<file path="src/rtl/sr_ctrl_pkg.sv">
// Shared types and constants for the serial shift-register controller.
package sr_ctrl_pkg;

    typedef enum logic [1:0] {
        IDLE  = 2'd0,
        SHIFT = 2'd1,
        DONE  = 2'd2
    } state_e;

    localparam logic DIR_LEFT  = 1'b0;
    localparam logic DIR_RIGHT = 1'b1;

endpackage

</file>
<file path="src/rtl/sr_shift_ctrl_if.sv">
// Command and shift-register control bundle for sr_shift_ctrl.
// The slave modport is the controller side; master is the requester/register side.
interface sr_shift_ctrl_if #(
    parameter int WIDTH = 8,
    parameter int CNT_W = 4
);
    logic             req0_valid;
    logic             req0_ready;
    logic             req0_dir;
    logic [WIDTH-1:0] req0_data;
    logic [CNT_W-1:0] req0_len;
    logic             req1_valid;
    logic             req1_ready;
    logic             req1_dir;
    logic [WIDTH-1:0] req1_data;
    logic [CNT_W-1:0] req1_len;
    logic             sl;
    logic             sr;
    logic             din;
    logic             busy;
    logic             done;
    logic             grant_id;

    modport slave (
        input  req0_valid, req0_dir, req0_data, req0_len,
        input  req1_valid, req1_dir, req1_data, req1_len,
        output req0_ready, req1_ready,
        output sl, sr, din, busy, done, grant_id
    );

    modport master (
        output req0_valid, req0_dir, req0_data, req0_len,
        output req1_valid, req1_dir, req1_data, req1_len,
        input  req0_ready, req1_ready,
        input  sl, sr, din, busy, done, grant_id
    );
endinterface

</file>
<file path="src/rtl/sr_shift_ctrl_arb.sv">
// rr_arb2: two-requester round-robin arbiter, combinational grant,
// priority moves to the other requester whenever a grant is accepted.
module rr_arb2 (
    input  logic clk,
    input  logic reset,
    input  logic en_i,
    input  logic valid0_i,
    input  logic valid1_i,
    output logic gnt0_o,
    output logic gnt1_o,
    output logic gnt_id_o,
    output logic accept_o
);
    logic prio_q;
    logic prio_d;

    // Grant selection: prio_q = 1 favours requester 1 on a tie.
    always_comb begin
        gnt0_o = 1'b0;
        gnt1_o = 1'b0;
        if (!en_i) begin
            gnt0_o = 1'b0;
            gnt1_o = 1'b0;
        end else if (valid0_i && valid1_i) begin
            gnt0_o = ~prio_q;
            gnt1_o = prio_q;
        end else if (valid0_i) begin
            gnt0_o = 1'b1;
        end else if (valid1_i) begin
            gnt1_o = 1'b1;
        end else begin
            gnt0_o = 1'b0;
            gnt1_o = 1'b0;
        end
    end

    assign accept_o = gnt0_o | gnt1_o;
    assign gnt_id_o = gnt1_o;

    // Priority next-state.
    always_comb begin
        prio_d = prio_q;
        if (accept_o) begin
            prio_d = ~gnt_id_o;
        end else begin
            prio_d = prio_q;
        end
    end

    // Priority register.
    always_ff @(posedge clk) begin
        if (reset) begin
            prio_q <= 1'b0;
        end else begin
            prio_q <= prio_d;
        end
    end
endmodule

</file>
<file path="src/rtl/sr_shift_ctrl.sv">
// Sequencer/arbiter driving sl/sr/din of a serial shift register.
// Optional `hold` input is compiled in with SRCTRL_HOLD_EN.
module sr_shift_ctrl
    import sr_ctrl_pkg::*;
#(
    parameter int WIDTH = 8,
    parameter int CNT_W = 4
) (
    input  logic               clk,
    input  logic               reset,
`ifdef SRCTRL_HOLD_EN
    input  logic               hold,
`endif
    sr_shift_ctrl_if.slave     bus
);
    state_e           state_q, state_d;
    logic [CNT_W-1:0] cnt_q, cnt_d;
    logic [WIDTH-1:0] buf_q, buf_d;
    logic             dir_q, dir_d;
    logic             gid_q, gid_d;

    logic             hold_s;
    logic             gnt0_s, gnt1_s, gnt_id_s, accept_s;
    logic             sel_dir_s;
    logic [WIDTH-1:0] sel_data_s;
    logic [CNT_W-1:0] sel_len_s;
    logic [WIDTH-1:0] load_s;

`ifdef SRCTRL_HOLD_EN
    assign hold_s = hold;
`else
    assign hold_s = 1'b0;
`endif

    function automatic logic [WIDTH-1:0] bit_rev(input logic [WIDTH-1:0] v);
        logic [WIDTH-1:0] r;
        r = '0;
        for (int i = 0; i < WIDTH; i++) begin
            r[i] = v[WIDTH-1-i];
        end
        return r;
    endfunction

    function automatic logic [CNT_W-1:0] eff_len(input logic [CNT_W-1:0] len);
        logic [CNT_W-1:0] r;
        if ((len == '0) || (32'(len) > 32'(WIDTH))) begin
            r = CNT_W'(WIDTH);
        end else begin
            r = len;
        end
        return r;
    endfunction

    rr_arb2 u_arb (
        .clk      (clk),
        .reset    (reset),
        .en_i     ((state_q == IDLE) && !hold_s),
        .valid0_i (bus.req0_valid),
        .valid1_i (bus.req1_valid),
        .gnt0_o   (gnt0_s),
        .gnt1_o   (gnt1_s),
        .gnt_id_o (gnt_id_s),
        .accept_o (accept_s)
    );

    assign sel_dir_s  = gnt_id_s ? bus.req1_dir  : bus.req0_dir;
    assign sel_data_s = gnt_id_s ? bus.req1_data : bus.req0_data;
    assign sel_len_s  = eff_len(gnt_id_s ? bus.req1_len : bus.req0_len);

    // The buffer always emits bit 0; a left load is reversed and aligned so
    // data[n-1] comes out first.
    assign load_s = (sel_dir_s == DIR_RIGHT) ? sel_data_s
                  : (bit_rev(sel_data_s) >> (CNT_W'(WIDTH) - sel_len_s));

    // FSM next-state and datapath update.
    always_comb begin
        state_d = state_q;
        cnt_d   = cnt_q;
        buf_d   = buf_q;
        dir_d   = dir_q;
        gid_d   = gid_q;
        case (state_q)
            IDLE: begin
                if (accept_s) begin
                    state_d = SHIFT;
                    dir_d   = sel_dir_s;
                    buf_d   = load_s;
                    cnt_d   = sel_len_s;
                    gid_d   = gnt_id_s;
                end else begin
                    state_d = IDLE;
                end
            end
            SHIFT: begin
                if (hold_s) begin
                    state_d = SHIFT;
                end else begin
                    buf_d = buf_q >> 1;
                    cnt_d = cnt_q - CNT_W'(1);
                    if (cnt_q == CNT_W'(1)) begin
                        state_d = DONE;
                    end else begin
                        state_d = SHIFT;
                    end
                end
            end
            DONE: begin
                state_d = IDLE;
            end
            default: begin
                state_d = IDLE;
            end
        endcase
    end

    // State and datapath registers; reset leaves the shift register untouched.
    always_ff @(posedge clk) begin
        if (reset) begin
            state_q <= IDLE;
            cnt_q   <= '0;
            buf_q   <= '0;
            dir_q   <= DIR_LEFT;
            gid_q   <= 1'b0;
        end else begin
            state_q <= state_d;
            cnt_q   <= cnt_d;
            buf_q   <= buf_d;
            dir_q   <= dir_d;
            gid_q   <= gid_d;
        end
    end

    assign bus.req0_ready = gnt0_s;
    assign bus.req1_ready = gnt1_s;
    assign bus.sl         = (state_q == SHIFT) && (dir_q == DIR_LEFT)  && !hold_s;
    assign bus.sr         = (state_q == SHIFT) && (dir_q == DIR_RIGHT) && !hold_s;
    assign bus.din        = (state_q == SHIFT) ? buf_q[0] : 1'b0;
    assign bus.busy       = (state_q != IDLE);
    assign bus.done       = (state_q == DONE);
    assign bus.grant_id   = gid_q;
endmodule

</file>
<file path="src/flat_wrapper.sv">
// flat-port wrapper written by rule: the top's interface ports become plain ports
module sr_shift_ctrl_flat import sr_ctrl_pkg::*;
#(
    parameter int WIDTH = 8,
    parameter int CNT_W = 4
)
  (clk, reset, bus_req0_valid, bus_req0_dir, bus_req0_data, bus_req0_len, bus_req1_valid, bus_req1_dir, bus_req1_data, bus_req1_len, bus_req0_ready, bus_req1_ready, bus_sl, bus_sr, bus_din, bus_busy, bus_done, bus_grant_id);
  sr_shift_ctrl_if #(.WIDTH(WIDTH), .CNT_W(CNT_W)) bus_i ();
  input  logic clk;
  input  logic reset;
  input wire logic [$bits(bus_i.req0_valid)-1:0] bus_req0_valid;
  input wire logic [$bits(bus_i.req0_dir)-1:0] bus_req0_dir;
  input wire logic [$bits(bus_i.req0_data)-1:0] bus_req0_data;
  input wire logic [$bits(bus_i.req0_len)-1:0] bus_req0_len;
  input wire logic [$bits(bus_i.req1_valid)-1:0] bus_req1_valid;
  input wire logic [$bits(bus_i.req1_dir)-1:0] bus_req1_dir;
  input wire logic [$bits(bus_i.req1_data)-1:0] bus_req1_data;
  input wire logic [$bits(bus_i.req1_len)-1:0] bus_req1_len;
  output wire logic [$bits(bus_i.req0_ready)-1:0] bus_req0_ready;
  output wire logic [$bits(bus_i.req1_ready)-1:0] bus_req1_ready;
  output wire logic [$bits(bus_i.sl)-1:0] bus_sl;
  output wire logic [$bits(bus_i.sr)-1:0] bus_sr;
  output wire logic [$bits(bus_i.din)-1:0] bus_din;
  output wire logic [$bits(bus_i.busy)-1:0] bus_busy;
  output wire logic [$bits(bus_i.done)-1:0] bus_done;
  output wire logic [$bits(bus_i.grant_id)-1:0] bus_grant_id;
  assign bus_i.req0_valid = bus_req0_valid;
  assign bus_i.req0_dir = bus_req0_dir;
  assign bus_i.req0_data = bus_req0_data;
  assign bus_i.req0_len = bus_req0_len;
  assign bus_i.req1_valid = bus_req1_valid;
  assign bus_i.req1_dir = bus_req1_dir;
  assign bus_i.req1_data = bus_req1_data;
  assign bus_i.req1_len = bus_req1_len;
  assign bus_req0_ready = bus_i.req0_ready;
  assign bus_req1_ready = bus_i.req1_ready;
  assign bus_sl = bus_i.sl;
  assign bus_sr = bus_i.sr;
  assign bus_din = bus_i.din;
  assign bus_busy = bus_i.busy;
  assign bus_done = bus_i.done;
  assign bus_grant_id = bus_i.grant_id;
  sr_shift_ctrl #(.WIDTH(WIDTH), .CNT_W(CNT_W)) u_core (.clk(clk), .reset(reset), .bus(bus_i));
endmodule
</file>
<file path="config.mk">
export PLATFORM = sky130hd
export DESIGN_NAME = sr_shift_ctrl_flat
export DESIGN_NICKNAME = d
export VERILOG_FILES = /design/src/rtl/sr_ctrl_pkg.sv /design/src/rtl/sr_shift_ctrl_if.sv /design/src/rtl/sr_shift_ctrl_arb.sv /design/src/rtl/sr_shift_ctrl.sv /design/src/flat_wrapper.sv
export SDC_FILE = /design/constraint.sdc
export NUM_CORES = 1
export LEC_CHECK = 0
export ABC_AREA = 1
export CELL_PAD_IN_SITES_DETAIL_PLACEMENT = 0
export CELL_PAD_IN_SITES_GLOBAL_PLACEMENT = 1
export CORE_UTILIZATION = 34
export CTS_CLUSTER_DIAMETER = 40
export CTS_CLUSTER_SIZE = 12
export DETAILED_ROUTE_END_ITERATION = 10
export PLACE_DENSITY = 0.85
export SETUP_SLACK_MARGIN = 0.05
export SLEW_MARGIN = 5
export SYNTH_ARGS = -nofsm -noshare
export SYNTH_HDL_FRONTEND = slang
export SYNTH_HIERARCHICAL = 1
export SYNTH_SLANG_ARGS = --single-unit
</file>
<file path="constraint.sdc">
create_clock -name clk -period 2.3 [get_ports clk]
set_input_delay 0.345 -clock clk [delete_from_list [all_inputs] [get_ports clk]]
set_output_delay 0.345 -clock clk [all_outputs]
set_load 0.03 [all_outputs]
</file>
==> flow_metrics.env, run 1 <==
export IMPL_status="finished clean"
export IMPL_die_w_um=71.0
export IMPL_slowest_delay_ns=0.32
export IMPL_gp_congestion=0.896
export IMPL_cp_startpoint="u_core/state_q[1]"
export IMPL_startpoint_type="register"
export IMPL_max_freq_mhz=482
export IMPL_async_flop_share_pct=0
export IMPL_portBuffers=37
export IMPL_top_layer_used="met4"
export IMPL_fin_crit_ns=2.08
export IMPL_postLayoutCoreUtil_pct=52.1
export IMPL_synth_edf_count=0
export IMPL_route_met2_wl_um=1990
export IMPL_worstReg2RegStart="u_core/state_q[1]"
export IMPL_syn_nets=295
export IMPL_cts_buffers=3
export IMPL_wl_met3_um=243
export IMPL_wire_per_inst_um=11.9
export IMPL_cpMostUsedCell="nand2_2"
export IMPL_final_common_cell="nand2_1"
export IMPL_crit_type="register to register"
export IMPL_setup_viol=0
export IMPL_path_cells="nor2_2 -> nand2_2 -> a21oi_4 -> buf_12 -> inv_8 -> buf_4 -> o21ai_4 -> nand3_2 -> nand2_2 -> inv_4 -> nand2_4 -> nand2_2 -> o21ai_2 -> nand2_1 -> a21oi_2"
export IMPL_grt_pass1_wl_um=7510
export IMPL_relSlewSlack_pct=75.8
export IMPL_required_ns=2.49
export IMPL_reg2regPathDepth=15
export IMPL_powerDensity_nw_per_um2=660
export IMPL_cts_tree="yes"
export IMPL_peakVddDrop_mv=0.318
export IMPL_hold_path_class="register to register"
export IMPL_synth_flop_cell="dfxtp_1"
export IMPL_end_kind="register"
export IMPL_hpwl_um=3550
export IMPL_clk_path_buf_depth=2
export IMPL_ant_nets=0
export IMPL_rsz0062_at_grt="no"
export IMPL_grt_max_degree=15
export IMPL_cts_htree_levels=1
export IMPL_drtIter0Drc=167
export IMPL_final_setup_tns_ns=0
export IMPL_period_share_pct=90.2
export IMPL_root_buffer="clkbuf_8"
export IMPL_cts_num_sinks=17
export IMPL_gr_usage_all_layers_pct=18.5
export IMPL_yosysUniqueCellTypes=34
export IMPL_ys_seq_elements=17
export IMPL_holdPathStages=2
export IMPL_design_area_sq_um=2330
export IMPL_ys_seq_area_share_pct=21.1
export IMPL_viasPerCell=4.83
export IMPL_crit_fanout=7
export IMPL_worstMarginPinSlew_ns=0.359
export IMPL_drive_above_1_share_pct=25.2
export IMPL_power_leakage_uw=0.00115
export IMPL_drv_cap=0
export IMPL_drc_errors=0
export IMPL_critPathSlowestCell="dfxtp_1"
export IMPL_grt_pass1_vias=1712
export IMPL_yosysWarningCount=6
export IMPL_dpl_cell_area_sq_um=2220
export IMPL_final_hold_viol_count=0
export IMPL_worstHoldStart="u_core/buf_q[6]"
export IMPL_grt_overflow=0
export IMPL_synth_cell_area_sq_um=1620
export IMPL_clock_latency_ns=0.25
export IMPL_netlist_instances=263
export IMPL_start_util_pct=36.1
export IMPL_core_sq_um=4470
export IMPL_syn_area_per_cell_sq_um=6.15
export IMPL_wirelength_um=4550
export IMPL_num_vias=1844
export IMPL_rows=24
export IMPL_fp_dieH_um=71.0
export IMPL_drt_met1_wl_um=2270
export IMPL_io_pins=38
export IMPL_fin_worst_skew_ns=0.00242
export IMPL_die_area_sq_um=5030
export IMPL_antenna_found_initial=0
export IMPL_syn2layout_area_growth_pct=44.1
export IMPL_n_antenna_cell=0
export IMPL_arrival_ns=2.27
export IMPL_dr_pass1_iters=6
export IMPL_clk_pin_slew_ns=0.06
export IMPL_final_cell_mix="nand2_1, buf_4, inv_1, clkdlybuf4s50_1, nor2_1"
export IMPL_slew_viol_final=0
export IMPL_fin_nets=363
-- cell usage after synthesis (2+ instances only) --
library cell	number	area share, %
nand3_2	2	1.2
buf_2	2	0.62
inv_1	34	7.9
nand2_1	68	16
o21ai_0	13	4.0
o221ai_1	2	1.1
dfxtp_1	17	21
a21oi_1	19	5.9
a21oi_2	4	2.2
o211ai_1	2	0.93
ha_1	2	1.5
buf_4	3	1.4
nand2_4	5	3.5
o21ai_1	6	1.9
nor2_1	29	6.7
nand3_1	18	5.6
buf_6	3	2.1
nand2_2	18	7.0
-- what timing repair did --
action	4_1_cts	5_1_grt
hold buffers	0	0
gates resized for setup	0	8
endpoints found under the setup margin	0	7
setup buffers	0	3
-- cell type report --
type	instances	area, sq um
inverters	37	149
fillers	475	2140
multi-input cells	199	1060
clock buffers	4	45.0
well taps	52	65.1
repair buffers	73	671
flip-flops and latches	17	340
-- report_power, final --
group          switching [uW]  internal [uW]
Sequential               38.3            358
Combinational             519            399
Clock                     101            123
-- worst paths after layout --
| check | to | slack, ns |
|---|---|---|
| setup / recovery | u_core/buf_q[5] | 0.22 |
| setup reg to reg | u_core/buf_q[5] | 0.22 |
| hold reg to reg | u_core/buf_q[6] | 0.47 |
| hold / removal | u_core/buf_q[6] | 0.47 |
-- cells by family (layout without fill, tap and decap cells) --
group           after synthesis  in the layout  share of synthesized area, %
compound gates               51             51                          19.6
xor+xnor                      1              1                         0.542
fa+ha+maj                     2              2                          1.55
buf+inv                      47            114                          14.8
flops                        17             17                          21.1
simple gates                145            145                          42.5
-- state kept, by name, indices dropped and copies added, names as in the netlist --
name / flops
u_core/dir_q: 1
u_core/state_q: 2
u_core/bus.grant_id: 1
u_core/u_arb/prio_q: 1
u_core/buf_q: 8
u_core/cnt_q: 4
-- per-stage QoR --
step	total power (uW)	hold WS (ns)	setup WS (ns)	std cells
finish	1540	0.467	0.225	382
global placement	1280	0.454	-0.0978	374
floorplan	979	0.445	0.0956	263
detailed placement	1280	0.457	-0.144	374
CTS	1520	0.469	0.115	378
global route	1670	0.498	0.0600	382
-- routing by layer --
layer  vias up  GRT usage [%]
li1        970              -
met1       812           25.6
met2        58           30.8
met3         4           2.56
met4         0           4.00
met5         -              0
-- critical path: cells and delay by family (launching register included) --
family | cells | cell delay (ns)
AO/OA/AOI/OAI | 4 | 0.63
flip-flops | 1 | 0.32
AND/OR/NAND/NOR | 7 | 0.67
buffers and inverters | 4 | 0.40
Power figures use the tool's default switching activity.
==> run 2: changes to the inputs <==
--- a/config.mk
+++ b/config.mk
@@ -12,8 +12,9 @@
 export CTS_CLUSTER_DIAMETER = 40
 export CTS_CLUSTER_SIZE = 12
 export DETAILED_ROUTE_END_ITERATION = 10
-export PLACE_DENSITY = 0.85
+export PLACE_DENSITY_LB_ADDON = 0.15
 export SETUP_SLACK_MARGIN = 0.05
+export SKIP_CTS_REPAIR_TIMING = 1
 export SLEW_MARGIN = 5
 export SYNTH_ARGS = -nofsm -noshare
 export SYNTH_HDL_FRONTEND = slang
==> constraint.sdc (replaced) <==
create_clock -name clk -period 2.3 [get_ports clk]
set_input_delay 0.575 -clock clk [delete_from_list [all_inputs] [get_ports clk]]
set_output_delay 0.575 -clock clk [all_outputs]
set_load 0.03 [all_outputs]
==> flow_metrics.env, run 2 (synthesis results as in run 1) <==
export IMPL_gp_congestion=0.837
export IMPL_syn2layout_area_growth_pct=48.1
export IMPL_crit_type="register to primary output"
export IMPL_core_sq_um=4470
export IMPL_grt_overflow=0
export IMPL_fp_dieH_um=71.0
export IMPL_fin_hold_ws_ns=0.466
export IMPL_crit_fanout=3
export IMPL_io_pins=38
export IMPL_drtIter0Drc=72
export IMPL_total_power_uw=1570
export IMPL_max_freq_mhz=473
export IMPL_r2r_end="u_core/buf_q[5]"
export IMPL_final_setup_tns_ns=0
export IMPL_grt_pass1_vias=1712
export IMPL_path_cells="nor2_4 -> buf_4 -> inv_1 -> clkdlybuf4s50_1"
export IMPL_top_register="u_core/buf_q"
export IMPL_fin_crit_ns=2.12
export IMPL_postLayoutCoreUtil_pct=53.5
export IMPL_fin_nets=369
export IMPL_final_hold_viol_count=0
export IMPL_die_w_um=71.0
export IMPL_crit_buf_inv=3
export IMPL_hold_path_class="register to register"
export IMPL_fin_worst_skew_ns=0.00104
export IMPL_cts_tree="yes"
export IMPL_largest_reg_flops=8
export IMPL_slowest_delay_ns=0.65
export IMPL_wirelength_um=4250
export IMPL_cp_top_family="buffers and inverters"
export IMPL_antenna_found_initial=0
export IMPL_setup_viol=0
export IMPL_regToRegSetupSlack_ns=0.24
export IMPL_pwr_share_clk_pct=14.3
export IMPL_switching_share_pct=41.9
export IMPL_clock_latency_ns=0.25
export IMPL_status="finished clean"
export IMPL_relSlewSlack_pct=78.6
export IMPL_drive_above_1_share_pct=26.8
export IMPL_power_leakage_uw=0.00119
export IMPL_combPwrFrac_pct=60.4
export IMPL_holdPathStages=2
export IMPL_final_common_cell="nand2_1"
export IMPL_layout_setup_ws_ns=0.185
export IMPL_worstReg2RegStart="u_core/state_q[1]"
export IMPL_drv_cap=0
export IMPL_power_frac_seq_pct=25.3
export IMPL_portBuffers=37
export IMPL_p_int_uw=911
export IMPL_reg2regPathDepth=15
export IMPL_drc_errors=0
export IMPL_hpwl_um=3500
export IMPL_worstHoldStart="u_core/buf_q[7]"
export IMPL_cts_buffers=3
export IMPL_clk_path_buf_depth=2
export IMPL_num_vias=1825
export IMPL_n_antenna_cell=0
export IMPL_end_kind="primary output"
export IMPL_wire_per_inst_um=10.9
export IMPL_rsz0062_at_grt="no"
export IMPL_arrival_ns=1.54
export IMPL_worstMarginPinSlew_ns=0.320
export IMPL_root_buffer="clkbuf_8"
export IMPL_worst_path_stages=4
export IMPL_powerDensity_nw_per_um2=655
export IMPL_ant_nets=0
export IMPL_p_switching_uw=658
export IMPL_viasPerCell=4.70
export IMPL_hold_end="u_core/buf_q[7]"
export IMPL_gr_usage_all_layers_pct=18.6
export IMPL_cts_htree_levels=1
export IMPL_period_share_pct=92.0
export IMPL_peakVddDrop_mv=0.341
export IMPL_final_cell_mix="nand2_1, buf_4, inv_1, clkdlybuf4s50_1, nor2_1"
export IMPL_start_util_pct=36.1
export IMPL_clk_pin_slew_ns=0.07
export IMPL_place_ws_ns=-0.377
export IMPL_cts_num_sinks=17
export IMPL_dr_pass1_iters=6
export IMPL_reg_top3="u_core/buf_q x8, u_core/cnt_q x4, u_core/state_q x2"
export IMPL_critPathSlowestCell="clkdlybuf4s50_1"
export IMPL_die_area_sq_um=5030
export IMPL_grt_pass1_wl_um=7540
export IMPL_rows=24
export IMPL_startpoint_type="register"
export IMPL_grt_max_degree=12
export IMPL_slew_viol_final=0
export IMPL_required_ns=1.73
## run 2: cell types whose count changed in the layout (fill, tap and decap cells not counted)
cell / change
nor2_1: +1
o21ai_1: -1
nor2_4: +1
buf_6: +1
nor2_2: -2
nand2_2: -1
nand2_4: +1
buf_12: +3
buf_4: +6
o21ai_2: -1
clkbuf_16: -1
o21ai_0: +2
clkdlybuf4s50_1: -3
## run 2: worst reg2reg max path, stage by stage (launching register included)
cell and delay [ns]:
dfxtp_1 0.34, nor2_4 0.13, nand2_2 0.08, a21oi_4 0.14, buf_12 0.15, inv_8 0.06, buf_4 0.15, o21ai_4 0.19
nand3_2 0.13, nand2_4 0.10, inv_4 0.05, nand2_4 0.07, nand2_2 0.07, o21ai_2 0.15, nand2_1 0.08, a21oi_2 0.11
## run 2: per-stage QoR
step | cell area (sq um) | std cells
floorplan | 1630 | 263
global placement | 2320 | 383
detailed placement | 2320 | 383
CTS | 2360 | 387
global route | 2390 | 388
finish | 2390 | 388
## run 2: per-layer routing
layer	global-route usage (%)	up-vias	share of wire, %
met5	0	-	0
met4	2.00	0	0.33
met3	3.56	4	4.7
met2	31.4	51	45
met1	25.6	783	50
li1	-	987	-
## run 2: worst max-delay path by stage
stage	startpoint	endpoint	slack [ns]
floorplan	bus_req1_valid	u_core/buf_q[1]	0.05
global placement	bus_req1_valid	u_core/buf_q[5]	-0.39
detailed placement	bus_req1_valid	u_core/buf_q[5]	-0.38
CTS	bus_req1_valid	bus_req1_ready	-0.16
global route	u_core/state_q[1]	u_core/buf_q[5]	0.09
finish	u_core/state_q[1]	bus_busy	0.18
## run 2: area by class of cell
cell class,instances,area [sq um]
fillers,449,2080
flip-flops and latches,17,340
inverters,37,149
multi-input cells,199,1060
clock buffers,4,45.0
repair buffers,79,732
well taps,52,65.1
## run 2: power groups by stage
| stage | combinational (uW) | clock [uW] | sequential (uW) |
|---|---|---|---|
| final | 947 | 225 | 397 |
| after global routing | 1060 | 244 | 405 |
| after CTS | 938 | 228 | 395 |
| after detailed placement | 931 | 0 | 401 |
| after global placement | 934 | 0 | 402 |
| after floorplan | 579 | 0 | 400 |
==> edit: new RTL, config.mk and constraints of run 1 <==
`CNT_W` is set to 4 in 3 places; all go to 6.
--- a/src/rtl/sr_shift_ctrl_if.sv
+++ b/src/rtl/sr_shift_ctrl_if.sv
@@ -2,7 +2,7 @@
 // The slave modport is the controller side; master is the requester/register side.
 interface sr_shift_ctrl_if #(
     parameter int WIDTH = 8,
-    parameter int CNT_W = 4
+    parameter int CNT_W = 6
 );
     logic             req0_valid;
     logic             req0_ready;
--- a/src/rtl/sr_shift_ctrl.sv
+++ b/src/rtl/sr_shift_ctrl.sv
@@ -4,7 +4,7 @@
     import sr_ctrl_pkg::*;
 #(
     parameter int WIDTH = 8,
-    parameter int CNT_W = 4
+    parameter int CNT_W = 6
 ) (
     input  logic               clk,
     input  logic               reset,
--- a/src/flat_wrapper.sv
+++ b/src/flat_wrapper.sv
@@ -2,7 +2,7 @@
 module sr_shift_ctrl_flat import sr_ctrl_pkg::*;
 #(
     parameter int WIDTH = 8,
-    parameter int CNT_W = 4
+    parameter int CNT_W = 6
 )
   (clk, reset, bus_req0_valid, bus_req0_dir, bus_req0_data, bus_req0_len, bus_req1_valid, bus_req1_dir, bus_req1_data, bus_req1_len, bus_req0_ready, bus_req1_ready, bus_sl, bus_sr, bus_din, bus_busy, bus_done, bus_grant_id);
   sr_shift_ctrl_if #(.WIDTH(WIDTH), .CNT_W(CNT_W)) bus_i ();
Interface: changed (resized bus_req0_len and bus_req1_len); port bits go from 38 to 42. The function was not compared with the original's and may differ.
==> edit against run 1 <==
  * The run now ends with negative setup slack left
  * Synthesized cell count grew 8.7%
  * Total power grew 26%
  * Sequential cell count is 2 higher
  * Setup slack worse by 490 ps
  * Wire length rose by 11%
  * Hold slack better by 7.2 ps
  * Cell area rose by 26%
  * Synthesized area rose by 7.5%
  * Critical path type unchanged
==> edit: results (changes against run 1) <==
- Layout cells sized above 1: 36.44% (was 25.15%)
- Mean number of vias per cell: 4.682 (was 4.827)
- Worst slew pin tran: 407.4 ps (was 358.6 ps)
- Synth Area in Adders: 2.160% (was 1.548%)
- Compound-gate portion of the synthesized area: 16.77% (was 19.58%)
- First-pass GRT wire length: 8459 um (was 7507 um)
- Placed cell areas: 2639 um^2 (was 2220 um^2)
- I/O Buffers: 41 (was 37)
- GP Congestion: 0.8673 (was 0.8955)
- Top delay family on crit path: simple AND/OR/NAND/NOR gates (unchanged)
- Status: complete, but fails checks (was complete, no violations)
- Diode count: 0 (unchanged)
- Setup TNS: -1719 ps (was 0 ps)
- Post-CTS Hold Buffers: 0 (unchanged)
- Post-Place Cells: 428 (was 374)
- Fill cells: 480 (was 475)
- HPWL Detailed: 3665 um (was 3549 um)
- Clock skew: 1.239 ps (was 2.416 ps)
- Peak supply drop: 0.0003033 V (was 0.0003181 V)
- Worst-Skew Late Latency: 250 ps (about the same)
- Top post-synthesis cells by area: dfxtp_1 (22%), nand2_1 (20%), inv_1 (7.1%) (was dfxtp_1 (21%), nand2_1 (16%), inv_1 (7.9%))
- Met2 Resource Use GR: 37.61% (was 30.77%)
- Xor/xnor share of the synthesized area: 2.592% (was 0.5418%)
- Largest net degree at the start of global routing: 18 (was 15)
- CP arrival: 2700 ps (was 2270 ps)
- Unique masters post-synth: 38 (was 34)
- Lkg Pwr: 1.346 nW (was 1.147 nW)
- Critical path fanouts, max: 7 (unchanged)
- Vias in the first global route: 1999 (was 1712)
- GRT met3 Usage: 4.115% (was 2.564%)
- Failing checks: negative setup slack
- Setup ws final: -261.3 ps (was 224.9 ps)
- R2R cell count: 22 (was 15)
- Grt met1 use: 23.48% (was 25.59%)
- Pre-CTS setup slack: -600.2 ps (was -144.3 ps)
- Synthesized Nets: 323 (was 295)
- Sequential-to-total area share from yosys stat: 21.89% (was 21.05%)
- GRT Total Usage: 19.72% (was 18.53%)
- Final setup viols: 8 (was 0)
- CP max-delay cell: dfxtp_2 (was dfxtp_1)
- Multiplexer share of the synthesized area: 0.5760% (was 0%)
- Layout Nets: 414 (was 363)
- Initial drt markers: 82 (was 167)
- Worst-path clk slew: 70 ps
- Synth Area per Inst: 6.077 um^2 (was 6.147 um^2)
- Min-delay src: u_core/buf_q[0] (was u_core/buf_q[6])
- Fin cells: 443 (was 382)
- Total Wirelength: 5052 um (was 4545 um)
## edit: worst register-to-register path: stages (launching register included)
cell,delay (ps)
dfxtp_2,330
nor2_4,110
nand2_2,70
a21oi_4,240
buf_12,170
nand2_4,50
nand2_4,80
nand3_4,90
nand2_4,100
nand3_4,90
nor2_4,120
inv_2,50
ha_4,180
inv_4,80
nand2_8,80
nand2_4,90
nand2_1,50
nand2_1,100
nor2_1,60
o21ai_2,130
nand2_1,60
nand2_1,80
a21oi_2,60
## edit: path summary, 6_finish.rpt
kind                      to  slack [ps]
max          u_core/buf_q[3]        -260
min reg2reg  u_core/buf_q[0]         470
min          u_core/buf_q[0]         470
max reg2reg  u_core/buf_q[3]        -260
## edit: metal layers
layer	vias to the layer above	wire length, um
met1	944	2256
met2	39	2644
met3	2	143
li1	1089	-
met5	-	0
met4	0	8
## edit: power by group
part | total, mW | switching [mW] | internal [mW]
Sequential | 0.455 | 0.0477 | 0.407
Clock | 0.225 | 0.102 | 0.123
Combinational | 1.26 | 0.687 | 0.572
Total | 1.94 | 0.837 | 1.10
## edit: final cells by class
| cell class | count | area, um^2 | share of cell area, % |
|---|---|---|---|
| inverter | 36 | 145.1 | 4.959 |
| clock buffer | 4 | 45.04 | 1.539 |
| multi-input combinational | 220 | 1410 | 48.18 |
| timing repair buffer | 97 | 859.6 | 29.37 |
| sequential | 19 | 382.9 | 13.08 |
| tap | 67 | 83.83 | 2.864 |
## edit: what timing repair did
item	in CTS	in global routing
setup endpoints to repair	8	9
pin swaps	16	22
resized for setup	20	21
setup buffers	6	5
gates cloned	1	0
